==> config.mk <==
export PLATFORM = sky130hd
export DESIGN_NAME = multi_bank_song_memory
export DESIGN_NICKNAME = d
export VERILOG_FILES = /design/src/rtl/multi_bank_song_memory.sv
export SDC_FILE = /design/constraint.sdc
export NUM_CORES = 2
export LEC_CHECK = 0
export CELL_PAD_IN_SITES_DETAIL_PLACEMENT = 0
export CELL_PAD_IN_SITES_GLOBAL_PLACEMENT = 1
export CORE_MARGIN = 2
export CORE_UTILIZATION = 50
export DETAILED_ROUTE_END_ITERATION = 10
export HOLD_SLACK_MARGIN = 0.03
export MAX_ROUTING_LAYER = met4
export PLACE_DENSITY = 0.69
export SLEW_MARGIN = 20
export SYNTH_ARGS = -nofsm -noshare
export SYNTH_HDL_FRONTEND = slang
export SYNTH_SLANG_ARGS = --single-unit
==> constraint.sdc <==
create_clock -name clk -period 3.8 [get_ports clk]
set_clock_uncertainty 0.05 [all_clocks]
set_input_delay 0.57 -clock clk [delete_from_list [all_inputs] [get_ports clk]]
set_output_delay 0.57 -clock clk [all_outputs]
set_load 0.005 [all_outputs]
==> src/rtl/multi_bank_song_memory.sv <==
// Banked song store: per-bank append writes, sequential playback with optional
// loop-around in AUTOPLAY, and end-of-song flagging against each bank's length.
module multi_bank_song_memory #(
  parameter int DATA_WIDTH  = 16,
  parameter int DEPTH       = 64,
  parameter int NUM_BANKS   = 4,
  parameter int STATE_WIDTH = 2,
  localparam int BANK_W     = $clog2(NUM_BANKS),
  localparam int ADDR_W     = $clog2(DEPTH)
) (
  input  logic                   clk,
  input  logic                   rst_n,
  input  logic [STATE_WIDTH-1:0] current_state,
  input  logic [BANK_W-1:0]      bank_sel,
  input  logic                   write_en,
  input  logic [DATA_WIDTH-1:0]  data_in,
  input  logic                   clear_bank,
  input  logic                   read_en,
  input  logic                   read_rst,
  input  logic                   loop_en,
  output logic [DATA_WIDTH-1:0]  data_out,
  output logic                   output_ready,
  output logic                   end_of_song,
  output logic [ADDR_W:0]        bank_len,
  output logic                   full
);

  localparam int LEN_W = ADDR_W + 1;
  localparam logic [LEN_W-1:0]       DEPTH_LEN   = LEN_W'(DEPTH);
  localparam logic [STATE_WIDTH-1:0] ST_AUTOPLAY = '0;
  localparam logic [STATE_WIDTH-1:0] ST_LEARNING = STATE_WIDTH'(1);

  logic [DATA_WIDTH-1:0]    mem [NUM_BANKS*DEPTH];
  logic [LEN_W-1:0]         len [NUM_BANKS];
  logic [LEN_W-1:0]         rptr_reg;
  logic [BANK_W-1:0]        bank_prev_reg;
  logic                     active_prev_reg;
  logic [LEN_W-1:0]         sel_len;
  logic                     active;
  logic                     rewind;
  logic                     write_ok;
  logic                     read_ok;
  logic                     last_word;
  logic                     wrap;
  logic [BANK_W+ADDR_W-1:0] waddr;
  logic [BANK_W+ADDR_W-1:0] raddr;

  assign sel_len   = len[bank_sel];
  assign bank_len  = sel_len;
  assign full      = (sel_len == DEPTH_LEN);
  assign active    = (current_state == ST_AUTOPLAY) || (current_state == ST_LEARNING);
  assign rewind    = read_rst || (bank_sel != bank_prev_reg) || (active && !active_prev_reg);
  assign write_ok  = write_en && !clear_bank && !full;
  // Read compares against the pre-write length, so a word written this cycle is
  // only visible from the next cycle on.
  assign read_ok   = active && !rewind && !clear_bank && read_en && (rptr_reg < sel_len);
  assign last_word = ((rptr_reg + LEN_W'(1)) == sel_len);
  assign wrap      = (current_state == ST_AUTOPLAY) && loop_en;
  assign waddr     = {bank_sel, sel_len[ADDR_W-1:0]};
  assign raddr     = {bank_sel, rptr_reg[ADDR_W-1:0]};

  generate
    for (genvar gi = 0; gi < NUM_BANKS; gi++) begin : g_bank
      logic [LEN_W-1:0] len_reg;
      logic             hit;

      assign hit = (bank_sel == BANK_W'(gi));

      always_ff @(posedge clk or negedge rst_n) begin
        if (!rst_n) begin
          len_reg <= '0;
        end else if (hit && clear_bank) begin
          len_reg <= '0;
        end else if (hit && write_ok) begin
          len_reg <= len_reg + LEN_W'(1);
        end
      end

      assign len[gi] = len_reg;
    end
  endgenerate

  always_ff @(posedge clk) begin
    if (write_ok) begin
      mem[waddr] <= data_in;
    end
  end

  always_ff @(posedge clk or negedge rst_n) begin
    if (!rst_n) begin
      rptr_reg        <= '0;
      end_of_song     <= 1'b0;
      data_out        <= '0;
      output_ready    <= 1'b0;
      bank_prev_reg   <= '0;
      active_prev_reg <= 1'b0;
    end else begin
      bank_prev_reg   <= bank_sel;
      active_prev_reg <= active;
      output_ready    <= read_ok;
      if (clear_bank || !active || rewind) begin
        rptr_reg    <= '0;
        end_of_song <= 1'b0;
      end else if (read_en) begin
        if (read_ok) begin
          data_out <= mem[raddr];
          if (last_word && wrap) begin
            rptr_reg    <= '0;
            end_of_song <= 1'b0;
          end else if (last_word) begin
            rptr_reg    <= sel_len;
            end_of_song <= 1'b1;
          end else begin
            rptr_reg <= rptr_reg + LEN_W'(1);
          end
        end else begin
          // Reading past the end: flag only if there is a song at all.
          end_of_song <= (sel_len != '0);
        end
      end
    end
  end

endmodule

==> results.txt <==
The average instance area after synthesis is 21.6 um2. The highest clock rate is between 200 and 300 MHz. The number of placed instances with taps included is between 10,000 and 15,000.

At the end of the flow the core is filled with cells to ~60%. Summed over all nets, the switching power comes to around 0.020 W. In this design, the stage delay of the slowest critical-path cell is 0.57 ns.

The number of cell rows is 208. At the worst endpoint, the arrival time is 4.60 ns. The CTS root buffer is clkbuf_16. The placed wire-length estimate is 296,000 um.

Summed over all cells, the static leakage comes to 58.9 nW. The internal power is 0.0747 W. The placeable core area is 320,000 um2. The worst max-slew margin expressed relative to the limit came out at 18.6%. The mean routed wirelength per cell came out at 35.1 um. The final setup violation count came out at 0. Per report_power, the combinational group accounts for 2.9% of the total.

STA classifies the critical path endpoint as a flop. The count of maximum capacitance violations came out at 0. From synthesis to final layout, the design area changed by 18.1%. The area fraction of the dominant cell type after synthesis came out at 76.6%. Adding up every negative setup slack in the final design gives 0 ns. The CTS clock-pin slew for the worst setup and hold paths came out at approximately 0.06 ns. The cell that appears most often on the critical path is buf_4. The flip-flop count of the largest register after layout came out at ~4,100. The total of buffers placed on input and output ports came out at 52. The count of cells in the finished layout, fillers not included, comes to 13,146. The min-delay analysis places its worst path in the category in2reg.

At the worst endpoint, the required time is 4.61 ns. The number of antenna violations at the first check in global routing is 44. The top fanout value on the critical path is 12.

The post-synthesis sequential area ratio came out at 77.4%. The flow ran to the end, and the final reports show no timing, DRC or antenna violations. The number of pins with negative max-slew slack in the final report came out at 0. The via count of the first global-routing pass came out at 82,211. The top-level port count came out at 53.

The horizontal die dimension came out at 571 um. The total overflow left after global routing is 0. The number of clock sinks came out at 4,152. The number of fill cells in the layout came out at around 23,000. The slowest library cell on the worst path is dfrtp_4.

The number of buffers on the longest clock path is 4. Walking the worst path, the cells encountered are buf_12, buf_4, buf_4, mux4_2, a22o_1, a211oi_1, a211oi_1, buf_4, a21oi_1, buf_4, nand3_1, o31a_1. The number of iterations in the first detailed-routing pass came out at 6. The y dimension of the die is around 570 um.

The critical path is of the reg2reg type. Cells with a size suffix above 1 make up 30.8% of the layout. The kind of cell with the highest combined delay along the critical path is compound AO/OA/AOI/OAI gates. The final hold slack is 0.0826 ns. Across the VDD grid, the largest voltage drop is 375 uV.

Power spread over the standard cell area amounts to around 500 nW/um2. The number of CTS-inserted buffers came out at roughly 420. By area the synthesized netlist is led by edfxtp_1 77%, mux4_2 13%, mux2i_1 2.8%. The worst setup path is launched from a flop.

The total of warnings raised by yosys came out at 0. The count of nets after finishing came out at ~8,500. In this run, synthesis inferred 4,096 flip-flops with an integrated enable. The clock latency of the later-clocked register in the worst-skew pair came out at 0.99 ns. At the pin with the least slew margin, the transition time is 1.22 ns. For this run, design rule violations remaining after detail routing come to 0. In this run the worst setup path begins at rptr_reg[1].

The post-synthesis async set-or-reset flop share came out at 1.35%. The first global-routing pass estimated approximately 650,000 um of wire. Entering global routing, the biggest net connects between 100 and 150 pins. The worst path setup slack after routing came out at ~0.018 ns. The sequential cells in the finished layout cover a total of between 100,000 and 150,000 um2.

After layout, the worst path uses 99.5% of the clock period. The worst path buffer plus inverter count came out at 5. The mapped netlist covers 161,000 um2. The fraction of power spent switching nets is 20.9%. The detailed router finished its first iteration with between 10,000 and 15,000 violations. Setup repair after global routing left no endpoint under its margin. The area of the multi-input gates came out at about 34,000 um2. The number of instances in the synthesized netlist came out at 7,422. The floorplan step defined a die boundary enclosing approximately 330,000 um2. The setup slack at placement is -0.102 ns.

The via-per-instance ratio is about 6.4. In this run the most critical hold path is launched from data_in[6]. In this run, distinct cell masters in the synthesized netlist total 73.

The effective utilization at floorplan came out at 50.1%. The last weighted congestion value of the routability-driven placer is 0.906. Per report_power, the sequential group accounts for 53.6% of the total. The clock period could shrink to 3.78 ns. Of all cell types, the one taking the most synthesized area is edfxtp_1. Once detail routing completed, the nets flagged for antenna violations numbered 0. CTS built an H-tree with a depth of 5. The routed wire length came out at about 460,000 um. TritonCTS built the clock tree.

The share of total power in the clock network is 43.5%. The dominant register cell in the synthesized netlist is edfxtp_1. The final hold violation count was 0. The startpoint identified for the worst register-to-register timing path is rptr_reg[1]. Across every metal layer, demand over resource in global routing totals 29.2%. The register bit count reported by yosys is 4,152. The net count after synthesis is around 7,500. The via count is 83,756.
-- cell usage after synthesis, types with 34 or more instances --
library cell	instances
o211ai_1	49
edfxtp_1	4096
o21ai_0	152
nand2_1	189
o22ai_1	34
nor2_1	329
o221ai_1	98
dfrtp_1	56
buf_4	56
mux2i_1	454
mux4_2	939
a221oi_1	65
a22oi_1	90
clkbuf_1	126
a21oi_1	123
buf_2	204
-- cells in the final DEF, fill, tap and decap left out, types with 12 or more instances in the layout --
master | Yosys | layout
clkbuf_16 | 0 | 421
edfxtp_1 | 4096 | 4096
o21ai_0 | 152 | 152
a21oi_1 | 123 | 123
clkbuf_1 | 126 | 69
nand2_1 | 189 | 172
nand2_2 | 0 | 17
o22ai_1 | 34 | 34
clkinv_2 | 0 | 86
clkinv_1 | 0 | 70
inv_6 | 0 | 15
nor2b_1 | 29 | 23
a221oi_1 | 65 | 65
nand3_1 | 31 | 31
nand4_1 | 19 | 19
o221ai_1 | 98 | 98
diode_2 | 0 | 14
clkinvlp_4 | 0 | 21
nor2_2 | 3 | 50
nor3_1 | 21 | 21
o211ai_1 | 49 | 49
mux2i_1 | 454 | 454
buf_12 | 0 | 294
a22oi_1 | 90 | 89
nor2_1 | 329 | 277
buf_4 | 56 | 730
mux4_2 | 939 | 939
dfrtp_1 | 56 | 47
ha_1 | 12 | 12
a211oi_1 | 20 | 20
bufinv_16 | 0 | 45
clkdlybuf4s50_1 | 0 | 35
buf_8 | 0 | 14
-- final cells by class --
class,instances,share of cell area (%)
clock inverters,261,1.43
repair buffers,1085,6.35
inverters,16,0.0356
multi-input cells,2818,18.0
clock buffers,495,5.73
flip-flops and latches,4152,65.6
well taps,4305,2.84
diodes,14,0.0185
-- cells by family after synthesis --
group                    after synthesis  share of synthesized area, %
buffers and inverters                452                          1.45
adder cells (fa/ha/maj)               12                        0.0935
XOR/XNOR                              10                        0.0717
AND/OR/NAND/NOR                      690                          1.87
multiplexers                        1404                          16.1
AO/OA/AOI/OAI                        702                          3.00
flip-flops                          4152                          77.4
-- what timing repair did --
item	CTS	global route
resized for setup	1	6
pin swaps	0	1
setup buffers	2	0
hold buffers	9	0
hold endpoints to repair	167	0
setup endpoints to repair	2	2
-- worst paths after layout --
check / cells past startpoint / endpoint / slack [ns]
max in group asynchronous: 3 / g_bank[1].len_reg[2] / 2.63
setup reg to reg: 12 / data_out[6] / 0.02
setup / recovery: 12 / data_out[6] / 0.02
hold reg to reg: 1 / g_bank[3].len_reg[5] / 0.47
hold / removal: 1 / mem[36][6] / 0.08
min in group asynchronous: 2 / g_bank[2].len_reg[4] / 0.22
-- through the flow --
step           instance area [um2]  power, W
2_1_floorplan               161000    0.0521
3_3_place_gp                176000    0.0542
3_5_place_dp                176000    0.0543
4_1_cts                     190000    0.0949
5_1_grt                     190000    0.0967
6_report                    190000    0.0945
-- routing by layer --
| layer | global-route usage, % | wire (um) | part of all wire, % | vias up |
|---|---|---|---|---|
| li1 | - | - | - | 33483 |
| met1 | 42.0 | 185000 | 40 | 44765 |
| met2 | 42.6 | 212000 | 46 | 4818 |
| met3 | 6.17 | 50500 | 11 | 690 |
| met4 | 8.33 | 14400 | 3.1 | 0 |
| met5 | - | 0 | 0 | - |
-- power groups by stage --
stage	clock, W	sequential [W]	combinational [W]
6_report	0.0411	0.0506	0.00277
5_1_grt	0.0432	0.0506	0.00285
2_1_floorplan	0	0.0515	0.000635
4_1_cts	0.0416	0.0506	0.00272
3_3_place_gp	0	0.0516	0.00263
3_5_place_dp	0	0.0516	0.00270
No activity file was read; power rests on OpenSTA's default activity.
